**src/rtl/mips_run_monitor.sv**
```systemverilog
// Run-control and trace monitor for the MIPS core harness: detects program end
// (NOP run + drain, or cycle-limit timeout) and buffers non-NOP ALU results.
module mips_run_monitor #(
  parameter int DATA_W       = 32,
  parameter int NOP_LIMIT    = 4,
  parameter int DRAIN_CYCLES = 1,
  parameter int MAX_CYCLES   = 1024,
  parameter int TRACE_DEPTH  = 16,
  parameter int CNT_W        = 16
) (
  input  logic                               i_clk,
  input  logic                               i_reset,
  input  logic                               i_start,
  input  logic                               i_instr_valid,
  input  logic [31:0]                        i_instr,
  input  logic [DATA_W-1:0]                  i_alu_result,
  input  logic                               i_trace_pop,
  output logic                               o_trace_valid,
  output logic [DATA_W-1:0]                  o_trace_data,
  output logic [$clog2(TRACE_DEPTH+1)-1:0]   o_trace_count,
  output logic                               o_trace_overflow,
  output logic                               o_busy,
  output logic                               o_done,
  output logic                               o_timeout,
  output logic [$clog2(NOP_LIMIT+1)-1:0]     o_nop_run,
  output logic [CNT_W-1:0]                   o_cycle_count,
  output logic [CNT_W-1:0]                   o_instr_count
);

  localparam int CW = $clog2(TRACE_DEPTH+1);
  localparam int NW = $clog2(NOP_LIMIT+1);
  localparam int PW = $clog2(TRACE_DEPTH);
  localparam int DW = (DRAIN_CYCLES > 0) ? $clog2(DRAIN_CYCLES+1) : 1;

  typedef enum logic [2:0] {
    S_IDLE,
    S_RUN,
    S_DRAIN,
    S_DONE,
    S_TIMEOUT
  } state_t;

  state_t            r_state;
  state_t            w_next_state;
  logic [DW-1:0]     r_drain_cnt;
  logic [DW-1:0]     w_next_drain;
  logic [NW-1:0]     r_nop_run;
  logic [CNT_W-1:0]  r_cycle_count;
  logic [CNT_W-1:0]  r_instr_count;

  logic [DATA_W-1:0] r_mem [TRACE_DEPTH];
  logic [PW-1:0]     r_rd_ptr;
  logic [PW-1:0]     r_wr_ptr;
  logic [CW-1:0]     r_count;
  logic              r_overflow;

  logic w_active;
  logic w_arm;
  logic w_op;
  logic w_nop;
  logic w_nop_hit;
  logic w_time_hit;
  logic w_push;
  logic w_pop;
  logic w_full;
  logic w_push_ok;

  assign w_active   = (r_state == S_RUN) || (r_state == S_DRAIN);
  assign w_arm      = i_start && ((r_state == S_IDLE) || (r_state == S_DONE) ||
                                  (r_state == S_TIMEOUT));
  assign w_op       = i_instr_valid && (i_instr != 32'h0);
  assign w_nop      = i_instr_valid && (i_instr == 32'h0);
  assign w_nop_hit  = (r_state == S_RUN) && w_nop && (r_nop_run == NW'(NOP_LIMIT-1));
  assign w_time_hit = (r_state == S_RUN) && (r_cycle_count == CNT_W'(MAX_CYCLES-1));

  assign w_push    = w_active && w_op;
  assign w_pop     = i_trace_pop && (r_count != '0);
  assign w_full    = (r_count == CW'(TRACE_DEPTH));
  assign w_push_ok = w_push && (!w_full || w_pop);

  // Next-state logic; a NOP-limit event takes priority over the cycle budget.
  always_comb begin
    w_next_state = r_state;
    w_next_drain = r_drain_cnt;
    case (r_state)
      S_IDLE: begin
        if (i_start) w_next_state = S_RUN;
      end
      S_RUN: begin
        if (w_nop_hit) begin
          if (DRAIN_CYCLES == 0) begin
            w_next_state = S_DONE;
          end else begin
            w_next_state = S_DRAIN;
            w_next_drain = DW'(DRAIN_CYCLES);
          end
        end else if (w_time_hit) begin
          w_next_state = S_TIMEOUT;
        end
      end
      S_DRAIN: begin
        if (r_drain_cnt <= DW'(1)) begin
          w_next_state = S_DONE;
          w_next_drain = '0;
        end else begin
          w_next_drain = r_drain_cnt - DW'(1);
        end
      end
      S_DONE, S_TIMEOUT: begin
        if (i_start) w_next_state = S_RUN;
      end
      default: w_next_state = S_IDLE;
    endcase
  end

  always_ff @(posedge i_clk) begin
    if (i_reset) begin
      r_state     <= S_IDLE;
      r_drain_cnt <= '0;
      o_busy      <= 1'b0;
      o_done      <= 1'b0;
      o_timeout   <= 1'b0;
    end else begin
      r_state     <= w_next_state;
      r_drain_cnt <= w_next_drain;
      o_busy      <= (w_next_state == S_RUN) || (w_next_state == S_DRAIN);
      o_done      <= (w_next_state == S_DONE);
      o_timeout   <= (w_next_state == S_TIMEOUT);
    end
  end

  // Run counters only move while RUN/DRAIN; all saturate instead of wrapping.
  always_ff @(posedge i_clk) begin
    if (i_reset || w_arm) begin
      r_nop_run     <= '0;
      r_cycle_count <= '0;
      r_instr_count <= '0;
    end else if (w_active) begin
      if (r_cycle_count != '1) r_cycle_count <= r_cycle_count + CNT_W'(1);
      if (w_op) begin
        r_nop_run <= '0;
        if (r_instr_count != '1) r_instr_count <= r_instr_count + CNT_W'(1);
      end else if (w_nop && (r_nop_run != NW'(NOP_LIMIT))) begin
        r_nop_run <= r_nop_run + NW'(1);
      end
    end
  end

  always_ff @(posedge i_clk) begin
    if (w_push_ok) r_mem[r_wr_ptr] <= i_alu_result;
  end

  // Pointers wrap naturally because the depth is a power of two.
  always_ff @(posedge i_clk) begin
    if (i_reset || w_arm) begin
      r_rd_ptr   <= '0;
      r_wr_ptr   <= '0;
      r_count    <= '0;
      r_overflow <= 1'b0;
    end else begin
      if (w_push_ok) r_wr_ptr <= r_wr_ptr + PW'(1);
      if (w_pop)     r_rd_ptr <= r_rd_ptr + PW'(1);
      if (w_push_ok && !w_pop)      r_count <= r_count + CW'(1);
      else if (!w_push_ok && w_pop) r_count <= r_count - CW'(1);
      if (w_push && w_full && !w_pop) r_overflow <= 1'b1;
    end
  end

  assign o_trace_valid    = (r_count != '0);
  assign o_trace_data     = o_trace_valid ? r_mem[r_rd_ptr] : '0;
  assign o_trace_count    = r_count;
  assign o_trace_overflow = r_overflow;
  assign o_nop_run        = r_nop_run;
  assign o_cycle_count    = r_cycle_count;
  assign o_instr_count    = r_instr_count;

endmodule

```
**config.mk**
```make
export PLATFORM = sky130hd
export DESIGN_NAME = mips_run_monitor
export DESIGN_NICKNAME = d
export VERILOG_FILES = /design/src/rtl/mips_run_monitor.sv
export SDC_FILE = /design/constraint.sdc
export NUM_CORES = 1
export LEC_CHECK = 0
export CELL_PAD_IN_SITES_DETAIL_PLACEMENT = 0
export CELL_PAD_IN_SITES_GLOBAL_PLACEMENT = 1
export CORE_ASPECT_RATIO = 1.4
export CORE_UTILIZATION = 40
export DETAILED_ROUTE_END_ITERATION = 8
export PLACE_DENSITY = 0.65
export SLEW_MARGIN = 20
export SYNTH_ARGS = -nofsm -noshare
export SYNTH_HDL_FRONTEND = slang
export SYNTH_SLANG_ARGS = --single-unit
```
**constraint.sdc**
```tcl
create_clock -name i_clk -period 8.5 [get_ports i_clk]
set_input_delay 1.7 -clock i_clk [delete_from_list [all_inputs] [get_ports i_clk]]
set_output_delay 1.7 -clock i_clk [all_outputs]
set_load 0.02 [all_outputs]
```
==> results.toml <==
[power_and_ir_drop]
clkPwrFrac = 0.362
sequentialPowerShare = 0.472
p_per_area_nw_per_um2 = 247
p_sw_frac = 0.246
power.internal_mw = 4.98
p_leak_nw = 8.08
p_sw_mw = 1.62
ir_drop_mv = 0.155
p_comb_frac = 0.166

[critical_path]
crit_required_ns = 6.80
path_max_fanout = 78
crit_type = "flop to output port"
r2r-end = "o_trace_count[4]"
worstRegToRegCells = 13
cp-end-kind = "output port"
rrSetupSlack_ns = 4.37
arrival_ns = 3.84
r2r-start = "r_state[0]"
startpoint_type = "flop"

[clocking]
htree_levels = 2
cts_tree = "yes"
clockRootBuffer = "clkbuf_16"
postCtsResizedCells = 0
cts_setup_buffers = 0
clk_pin_slew_ns = 0.06
cts_sinks = 571
hold_buffers = 0
clkLatencyLatePin_ns = 0.60
cts_buffers = 54
clock_path_buffers = 3

[logic_synthesis]
seq_area_frac_synth = 0.733
syn_avg_cell_area_um2 = 20.1
yosys_warnings = 0
synth_fp_nets = 1210
synth-compound-area-share = 0.0209
synth_top_family_by_area = "multiplexers"
ys_ff_latch = 571
synthFlopType = "edfxtp_1"
synth_mux_area_frac = 0.163
synth_fa_ha_area_frac = 0.00864
synth.area.top_cells = "edfxtp_1, mux4_2, dfxtp_1"
yosysTopAreaCellShare = 0.681
synth_area_um2 = 22600
async_flop_share = 0
synthCells = 1126
synth_edf_count = 512
synth_cell_types = 54
synth_largest_area_cell = "edfxtp_1"
yosys.area_share.simple = 0.0543
synth_xor_area_frac = 0.00659

[cells_and_area]
drive_gt1_frac = 0.215
post-route-util = 0.481
num_antenna_cells = 0
area_growth_pct = 18.1
layout_common_cells = "edfxtp_1, mux4_2, clkdlybuf4s50_1"
nNetsFinal = 1377
final_common_cell = "edfxtp_1"

[detailed_routing]
drt-initial-drc-count = 588
vias = 11352
drt_wl_total_um = 49000
postRouteAntennaNets = 0
drc_errors = 0
vias_per_cell = 5.49
wl_per_cell_um = 23.7
firstDrtPassIters = 4

[min_path]
hp-class = "flop to flop"
worstHoldEndpoint = "o_trace_overflow"
holdPathStages = 2
hp-start = "o_trace_overflow"

[floorplan]
rows = 102
ios = 146
die_area_um2 = 57400
die_height_um = 283
core_um2 = 55500
initial_core_util = 0.407
die_w_um = 203

[global_routing]
busiest_layer = "met2"
antenna_found_initial = 2
grt.total_usage = 0.175
grt.met2_usage = 0.303
use_met1 = 0.223
grt_max_degree = 79
met3_usage = 0.0368
grt_pass1_wl_um = 75000
first_global_vias = 11940
grt.overflow.total = 0

[job]
cap_violations = 0

[sta]
setup_viol = 0
worstMarginPinSlew_ns = 1.07
fin_crit_sh = 0.651
slew_headroom = 0.284
hold_viol_final = 0
min_period_ns = 5.54
report.final.slew_viol_count = 0
rsz0062_at_grt = "false"
fin_setup_tns_ns = 0
fin_skew_ns = 0.0238
max_freq_ghz = 0.181

[placed_design]
place_congestion = 0.765
port-buffer-count = 145
place_hpwl_um = 26200

[outcome]
status = "completed"
-- power groups by stage --
| stage | Sequential (mW) | Clock [mW] | Combinational (mW) |
|---|---|---|---|
| after floorplan | 3.16 | 0 | 0.704 |
| after global placement | 3.18 | 0 | 1.12 |
| after detailed placement | 3.18 | 0 | 1.13 |
| after CTS | 3.12 | 2.45 | 1.13 |
| after global routing | 3.12 | 2.56 | 1.18 |
| final | 3.12 | 2.39 | 1.09 |
-- registers in the layout, indices dropped and copies added (netlist names), named ones only --
register          flops
o_done                1
r_mem               512
r_state               3
o_trace_overflow      1
o_timeout             1
r_rd_ptr              4
r_wr_ptr              4
o_trace_count         5
o_nop_run             3
o_busy                1
o_instr_count        16
o_cycle_count        16
-- worst max path at each step --
stage	start	to	cells after the start
floorplan	i_instr[5]	r_mem[0][0]	6
CTS	flop	o_trace_data[22]	5
global route	flop	o_trace_data[29]	5
global placement	i_instr_valid	o_trace_count[4]	14
detailed placement	i_instr[21]	o_trace_count[4]	14
finish	flop	o_trace_data[22]	5
-- routing by layer --
layer / routed length, um / vias up
met4: 964 / 4
met1: 20000 / 5968
met5: 26 / -
li1: - / 5007
met3: 2600 / 67
met2: 25400 / 306
-- critical path, cell delays in order, from the launching register on --
cell             delay (ns)
dfxtp_4                0.71
buf_12                 0.55
mux4_2                 0.61
mux4_2                 0.51
and2_1                 0.18
clkdlybuf4s50_1        0.54
-- synthesized netlist by cell type (all sizes together), types with 4 or more instances --
cell type  instances
edfxtp           512
mux4             160
dfxtp             59
and2              38
nor2              38
buf               30
nand2             30
a21oi             29
clkbuf            25
nand3             19
ha                14
nor3              13
o21ai             13
xor2              13
or4               12
inv               11
nand4             11
nor4              11
or3               10
o31ai              9
and4               7
mux2i              7
o211ai             7
and4b              5
nand3b             4
nor4b              4
xnor2              4
-- cell families (layout without fill, tap and decap cells) --
| kind of cell | after synthesis | in the layout |
|---|---|---|
| flops | 571 | 571 |
| simple gates | 214 | 214 |
| mux | 167 | 167 |
| compound gates | 76 | 76 |
| buf+inv | 66 | 279 |
| xor+xnor | 17 | 17 |
| fa+ha+maj | 15 | 15 |
-- metrics by stage --
| step | power [mW] | instances | hold slack [ns] | cell area [um^2] | worst slack, ns |
|---|---|---|---|---|---|
| final | 6.60 | 2067 | 0.472 | 26700 | 2.96 |
| after global routing | 6.86 | 2067 | 0.521 | 26700 | 2.73 |
| after CTS | 6.70 | 2067 | 0.483 | 26700 | 2.82 |
| after detailed placement | 4.31 | 1965 | 0.469 | 24900 | 2.73 |
| after global placement | 4.30 | 1965 | 0.466 | 24900 | 2.88 |
| after floorplan | 3.87 | 1126 | 0.459 | 22600 | 2.03 |
-- layout make-up --
class | instances | area, um^2
Sequential cell | 571 | 16600
Timing Repair Buffer | 166 | 1620
Clock buffer | 63 | 1390
Clock inverter | 39 | 369
Fill cell | 4675 | 28800
Inverter | 11 | 41.3
Tap cell | 728 | 911
Multi-Input combinational cell | 489 | 5800
Power figures use the tool's default switching activity.
